--- src/rtl/poly_mul_stage1.sv ---
// poly_mul_stage1: sequential 5x5 coefficient polynomial multiplier mod 2^W,
// one B coefficient per cycle, producing raw product coefficients s0..s8.
module poly_mul_stage1 #(
   parameter int W = 8
) (
   input  logic         clk,
   input  logic         reset,
   input  logic         start,
   input  logic [W-1:0] a0,
   input  logic [W-1:0] a1,
   input  logic [W-1:0] a2,
   input  logic [W-1:0] a3,
   input  logic [W-1:0] a4,
   input  logic [W-1:0] b0,
   input  logic [W-1:0] b1,
   input  logic [W-1:0] b2,
   input  logic [W-1:0] b3,
   input  logic [W-1:0] b4,
   output logic         busy,
   output logic         done,
   output logic [W-1:0] s0,
   output logic [W-1:0] s1,
   output logic [W-1:0] s2,
   output logic [W-1:0] s3,
   output logic [W-1:0] s4,
   output logic [W-1:0] s5,
   output logic [W-1:0] s6,
   output logic [W-1:0] s7,
   output logic [W-1:0] s8
);
   typedef enum logic {IDLE, MAC} state_t;
   state_t                state_q, state_d;
   logic [4:0][W-1:0]     a_q, a_d, b_q, b_d;
   logic [8:0][W-1:0]     acc_q, acc_d, s_q, s_d;
   logic [2:0]            k_q, k_d;
   logic                  done_q, done_d;

   always_ff @(posedge clk) begin
      if (reset) begin
         state_q <= IDLE;
         a_q     <= '0;
         b_q     <= '0;
         acc_q   <= '0;
         s_q     <= '0;
         k_q     <= '0;
         done_q  <= 1'b0;
      end else begin
         state_q <= state_d;
         a_q     <= a_d;
         b_q     <= b_d;
         acc_q   <= acc_d;
         s_q     <= s_d;
         k_q     <= k_d;
         done_q  <= done_d;
      end
   end

   always_comb begin
      state_d = state_q;
      a_d     = a_q;
      b_d     = b_q;
      acc_d   = acc_q;
      s_d     = s_q;
      k_d     = k_q;
      done_d  = 1'b0;
      if (state_q == IDLE) begin
         if (start) begin
            a_d     = {a4, a3, a2, a1, a0};
            b_d     = {b4, b3, b2, b1, b0};
            acc_d   = '0;
            k_d     = '0;
            state_d = MAC;
         end
      end else begin
         // each a_i lands in a distinct column i+k, so the adds never collide
         for (int i = 0; i < 5; i++)
            acc_d[4'(i) + 4'(k_q)] = acc_q[4'(i) + 4'(k_q)] + a_q[i] * b_q[k_q];
         k_d = k_q + 3'd1;
         if (k_q == 3'd4) begin
            s_d     = acc_d;
            done_d  = 1'b1;
            k_d     = '0;
            state_d = IDLE;
         end
      end
   end

   assign busy = (state_q == MAC);
   assign done = done_q;
   assign {s8, s7, s6, s5, s4, s3, s2, s1, s0} = s_q;
endmodule

--- config.mk ---
export PLATFORM = sky130hd
export DESIGN_NAME = poly_mul_stage1
export DESIGN_NICKNAME = d
export VERILOG_FILES = /design/src/rtl/poly_mul_stage1.sv
export SDC_FILE = /design/constraint.sdc
export NUM_CORES = 1
export LEC_CHECK = 0
export CAP_MARGIN = 30
export CORE_MARGIN = 2
export CORE_UTILIZATION = 45
export CTS_CLUSTER_SIZE = 40
export DETAILED_ROUTE_END_ITERATION = 16
export PLACE_DENSITY = 0.61
export SETUP_SLACK_MARGIN = 0.3
export SLEW_MARGIN = 10
export SYNTH_ARGS = -nofsm -noshare
export SYNTH_HDL_FRONTEND = slang
export SYNTH_SLANG_ARGS = --single-unit
--- constraint.sdc ---
create_clock -name clk -period 17.39 [get_ports clk]
set_input_delay 2.6085 -clock clk [delete_from_list [all_inputs] [get_ports clk]]
set_output_delay 2.6085 -clock clk [all_outputs]
set_load 0.1 [all_outputs]
## Yosys cells after proc, flatten, opt, wreduce, memory -nomap -nowiden

Cells that the tools add are included.

| word-level totals | value |
|---|---|
| flip-flop bits (word level) | 229 |
| bits of input ports | 83 |
| output and inout port bits | 74 |
| logic and storage cells | 104 |

| operators by class | value |
|---|---|
| add/subtract/negate cells | 10 |
| multipliers | 5 |
| $lt $le $gt $ge | 11 |
| equal/unequal tests | 1 |
| muxes and demuxes | 36 |
| bitwise operators | 1 |
| reduce and logical (&&, ||, !) cells | 9 |

Operators with widths:

| kind | count |
|---|---|
| $bwmux 72 | 5 |
| $mux 72 | 2 |
| $bmux 8 s4 | 4 |
| $demux 8 s4 | 4 |
| $mux 8 | 11 |
| $bmux 8 s3 | 2 |
| $add 8x8->8 | 5 |
| $mul 8x8->8 | 5 |
| $demux 8 s3 | 1 |
| $lt 4x5->1 const B | 4 |
| $ge 4x1->1 const B | 4 |
| $mux 3 | 3 |
| $add 2x3->4 const A | 2 |
| $logic_and 1x1->1 | 5 |
| $lt 3x5->1 const B | 1 |
| $add 1x3->4 const A | 1 |
| $add 3x3->4 const A | 1 |
| $lt 3x4->1 const B | 1 |
| $mux 1 | 4 |
| $reduce_and 2->1 | 2 |
| $add 3x1->3 const B | 1 |
| $eq 3x3->1 const B | 1 |
| $ge 3x1->1 const B | 1 |
| $reduce_bool 2->1 | 1 |
| other kinds (2) | 2 |

## Depth between registers and ports, before layout

| depth | value |
|---|---|
| depth in word-level cells | 10 |
| gate-level depth with buffers | 32 |
| mapped depth without buffers | 28 |

## Least setup slack after synthesis

OpenSTA, ideal clock, no wires.

| timing | value |
|---|---|
| path type | register to register |
| start point | register k_q[0] |
| end point | register acc_q[55] (netlist bit) |
| setup time | 132 ps |
| arrival | 7095 ps |
| data required time | 17258 ps |
| slack | 10162 ps |
| stages on the path, launching flop included | 29 |
| buffers on the path | 8 |
| period minus slack after synthesis | 7228 ps |
| cell sequence | dfxtp_1 -> buf_6 -> buf_6 -> buf_4 -> buf_4 -> buf_2 -> buf_2 -> buf_2 -> clkbuf_1 -> mux4_2 -> mux2i_1 -> fa_1 -> inv_1 -> fa_1 -> ha_1 -> inv_1 -> fa_1 -> inv_1 -> fa_1 -> a21o_1 -> a21oi_1 -> xnor3_1 -> xor2_1 -> xnor2_1 -> xnor3_2 -> mux2_2 -> a41o_1 -> o211ai_1 -> a21oi_1 |

| between the ends | value |
|---|---|
| word-level cells in the longest chain between the ends | 10 |
| elaborated cells on any way between the ends | 57 |
| classes of those cells | add/sub (9); mul (5); order compare (10); mux (28); reduce/logical (5) |

RTL lines:

| element | RTL line | source |
|---|---|---|
| start: declaration | 35 | `logic [2:0] k_q, k_d;` |
| start signal: assignment | 53 | `k_q <= k_d;` |
| $bmux 8 s3 (tied with other cells) | 77 | `acc_d[4'(i) + 4'(k_q)] = acc_q[4'(i) + 4'(k_q)] + a_q[i] * b_q[k_q];` |
| $mux 8 (implied by the code) (tied with other cells) | 77 |  |
| $mul 8x8->8 (tied with other cells) | 77 |  |
| $add 8x8->8 (tied with other cells) | 77 |  |
| $bwmux 72 / $demux 8 s4 (equally long branches) | 77 |  |
| $bwmux 72 (3 in a row) | 77 |  |
| $bwmux 72 (*) | 77 |  |
| $mux 72 (*) | 66 | `if (state_q == IDLE) begin` |
| end signal: assignment | 43 | `acc_q <= '0;` |
| end signal: assignment | 51 | `acc_q <= acc_d;` |
| end: declaration | 34 | `logic [8:0][W-1:0] acc_q, acc_d, s_q, s_d;` |

Mark *: on every way between the ends. The rest lies on a longest branch, timed or not. The select of a mux whose other input is x is not followed.
A chain may end at the register's enable or synchronous reset.

## Final worst setup path

| timing | value |
|---|---|
| start point | register k_q[1] |
| end point | register acc_q[63] (netlist bit) |

The elaborated chain is that of the path after synthesis.

==> flow_summary.json <==
{
  "reg_top3": "acc_q x72, a_q x40, b_q x40",
  "initial_core_util_pct": 45.8,
  "firstDrtPassIters": 6,
  "fin_crit_ps": 8070,
  "drtIter0Drc": 2181,
  "synth_edf_count": 0,
  "root_buffer": "clkbuf_16",
  "cts_buffers": 27,
  "holdBufCountCts": 0,
  "viasPerCell": 6.10,
  "status": "completed",
  "ys_top_cells_by_area": "dfxtp_1 (24%), nand2_1 (11%), fa_1 (9.4%), a21oi_1 (6.3%), ha_1 (6.2%)",
  "ant_nets": 0,
  "clkLatencyLatePin_ps": 600,
  "synthTopCellsByCount": "nand2_1 (555), a21oi_1 (243), dfxtp_1 (229), nor2_1 (193), clkbuf_1 (164)",
  "worst_pin_slew_ps": 1040,
  "dp_slack_ps": 9560,
  "largest_register_ffs": 72,
  "clk_path_buf_depth": 3,
  "worstPathRequired_ps": 17910,
  "critical-path-max-stage-delay_ps": 950,
  "fmax_mhz": 124,
  "yosys_most_used_dff": "dfxtp_1",
  "areaGrowthSynthToFinish_pct": 14.1,
  "peakVddDrop_v": 0.0000829,
  "grt_pass1_wl_um": 112000,
  "clkTransAtPathRegs_ps": 60,
  "syn_inst": 2504,
  "r2r_slack_ps": 9320,
  "drive_gt1_share_pct": 6.17,
  "hp-class": "reg2reg",
  "syn-num-nets": 2773,
  "final-setup-viol-count": 0,
  "path_cells": "inv_1 -> ha_1 -> ha_1 -> inv_1 -> o31ai_1 -> a22oi_1 -> fa_1 -> inv_1 -> fa_1 -> ha_1 -> inv_1 -> fa_1 -> fa_1 -> inv_1 -> a21o_1 -> a21oi_1 -> xnor2_1 -> xnor3_1 -> xnor3_1 -> nor2_1 -> a211oi_1 -> o21ai_0 -> a21oi_1",
  "fin_util_pct": 52.2,
  "die_w_um": 211,
  "drv_slew": 0,
  "rsz0062_at_grt": "no",
  "postCtsSetupRepairBufs": 0,
  "die_h_um": 211,
  "grt_max_degree": 91,
  "drc": 0,
  "arrival_ps": 8590,
  "dp_hpwl_um": 53300,
  "regMostFlops": "acc_q",
  "relSlewSlack_pct": 30.3,
  "path_buf_inv": 5,
  "rows": 75,
  "ys_warn_count": 0,
  "io_buffer_count": 156,
  "routedWlPerCell_um": 24.1,
  "synth.avg_cell_area_um2": 7.69,
  "skew_ps": 45.3,
  "yosys.area.top_type": "dfxtp_1",
  "synth.most_common_cell": "nand2_1",
  "finalWorstSetupSlack_ps": 9320,
  "routabilityCongestion": 0.988,
  "critical_path_class": "reg2reg",
  "antenna_found_initial": 1,
  "final_nets": 2793,
  "grt_pass1_vias": 17945,
  "cts-resized-gates": 0,
  "n_antenna_cell": 0,
  "dieArea_um2": 44500,
  "p_per_area_nw_per_um2": 70.8,
  "drv_cap": 0,
  "vias": 18801,
  "critPathCaptureType": "register",
  "crit_path_start_kind": "register",
  "final_hold_viol_count": 0,
  "crit_family": "adder cells",
  "netlist_area_um2": 19300,
  "setup-tns-final_ps": 0,
  "cts_tree": "done",
  "async_reset_ff_share_pct": 0,
  "cts.htree.levels": 1,
  "crit_slowest_cell": "ha_1",
  "p_leak_nw": 8.69,
  "yosysTopAreaCellShare_pct": 23.8,
  "io_pins": 157,
  "core_um2": 42000,
  "crit_fanout": 23,
  "ys_seq_area_share_pct": 23.8,
  "ys_seq_elements": 229,
  "path_common_cell": "inv_1",
  "gr-total-overflow": 0,
  "drt_wl_total_um": 74200,
  "fin_crit_sh_pct": 46.4,
  "ys_types": 67,
  "cts_sinks": 229,
  "grt_util_all_layers_pct": 33.2
}
[cells in the final DEF, fill, tap and decap left out, types with 6 or more instances in the layout]
cell type          n
clkbuf_16         27
o21ai_0          123
inv_1            153
nor2b_1           24
a22oi_1           61
a211oi_1          27
ha_1              96
a222oi_1           6
o221ai_1           7
nand2b_1           8
a31oi_1            9
nand2_1          553
and3_1            10
fa_1              90
buf_4             32
o211ai_1          28
nor3_1            10
a311oi_1          33
o22ai_1           12
dfxtp_1          226
a21oi_1          243
a21o_1            10
nand3_1           39
mux2i_1           82
clkdlybuf4s50_1  155
xor2_1            13
xnor2_1           50
xnor3_1            7
nor2_1           192
and2_1            59
mux2_2             6
mux4_2            44
[path summary, 6_finish.rpt]
check	from	endpoint	cells after the start
min reg2reg	s3[3]$_SDFFE_PP0P_	s3[3]$_SDFFE_PP0P_	2
max reg2reg	k_q[1]$_SDFFE_PP0P_	acc_q[63]$_SDFFE_PP0P_	23
max	k_q[1]$_SDFFE_PP0P_	acc_q[63]$_SDFFE_PP0P_	23
min	s3[3]$_SDFFE_PP0P_	s3[3]$_SDFFE_PP0P_	2
[worst register-to-register path, stage by stage (launching register included)]
cell,delay [ps]
dfxtp_2,680
inv_1,310
ha_1,470
ha_1,950
inv_1,420
o31ai_1,350
a22oi_1,150
fa_1,530
inv_1,50
fa_1,450
ha_1,290
inv_1,50
fa_1,520
fa_1,490
inv_1,80
a21o_1,120
a21oi_1,80
xnor2_1,260
xnor3_1,290
xnor3_1,720
nor2_1,90
a211oi_1,340
o21ai_0,130
a21oi_1,200
[power by group]
group	internal, mW	leakage [nW]	switching (mW)
sequential	0.541	1.86	0.0303
clock	0.353	0.446	0.252
combinational	0.125	6.38	0.252
total	1.02	8.69	0.535
[routing by layer]
| metal | global-route usage, % | part of all wire [%] |
|---|---|---|
| met1 | 46.4 | 42 |
| met2 | 50.7 | 44 |
| met3 | 6.21 | 10 |
| met4 | 12.5 | 4.1 |
| met5 | 2.00 | 0.17 |
[metrics by stage]
step	power [mW]	hold WS, ps	area (um^2)	std cells
finish	1.55	451	22000	3083
global route	1.61	477	22000	3083
CTS	1.55	455	21900	3080
detailed placement	0.949	446	21000	3031
global placement	0.943	441	21000	3028
floorplan	0.793	432	19300	2504
[cell families (layout without fill, tap and decap cells)]
logic type / Yosys count / after routing / synth area share (%)
adder cells (fa/ha/maj): 186 / 186 / 15.6
AO/OA/AOI/OAI: 604 / 604 / 19.2
buffers and inverters: 354 / 394 / 7.23
multiplexers: 132 / 132 / 9.76
AND/OR/NAND/NOR: 920 / 920 / 20.0
flip-flops: 229 / 229 / 23.8
XOR/XNOR: 79 / 79 / 4.41
[area by class of cell]
cell class,instances,area (um^2)
Clock buffer,35,756
Multi-Input combinational cell,1921,13300
Fill cell,4071,20100
Inverter,154,578
Sequential cell,229,4590
Timing Repair Buffer,191,1850
Tap cell,539,674
Clock inverter,14,180
Power figures use the tool's default switching activity.
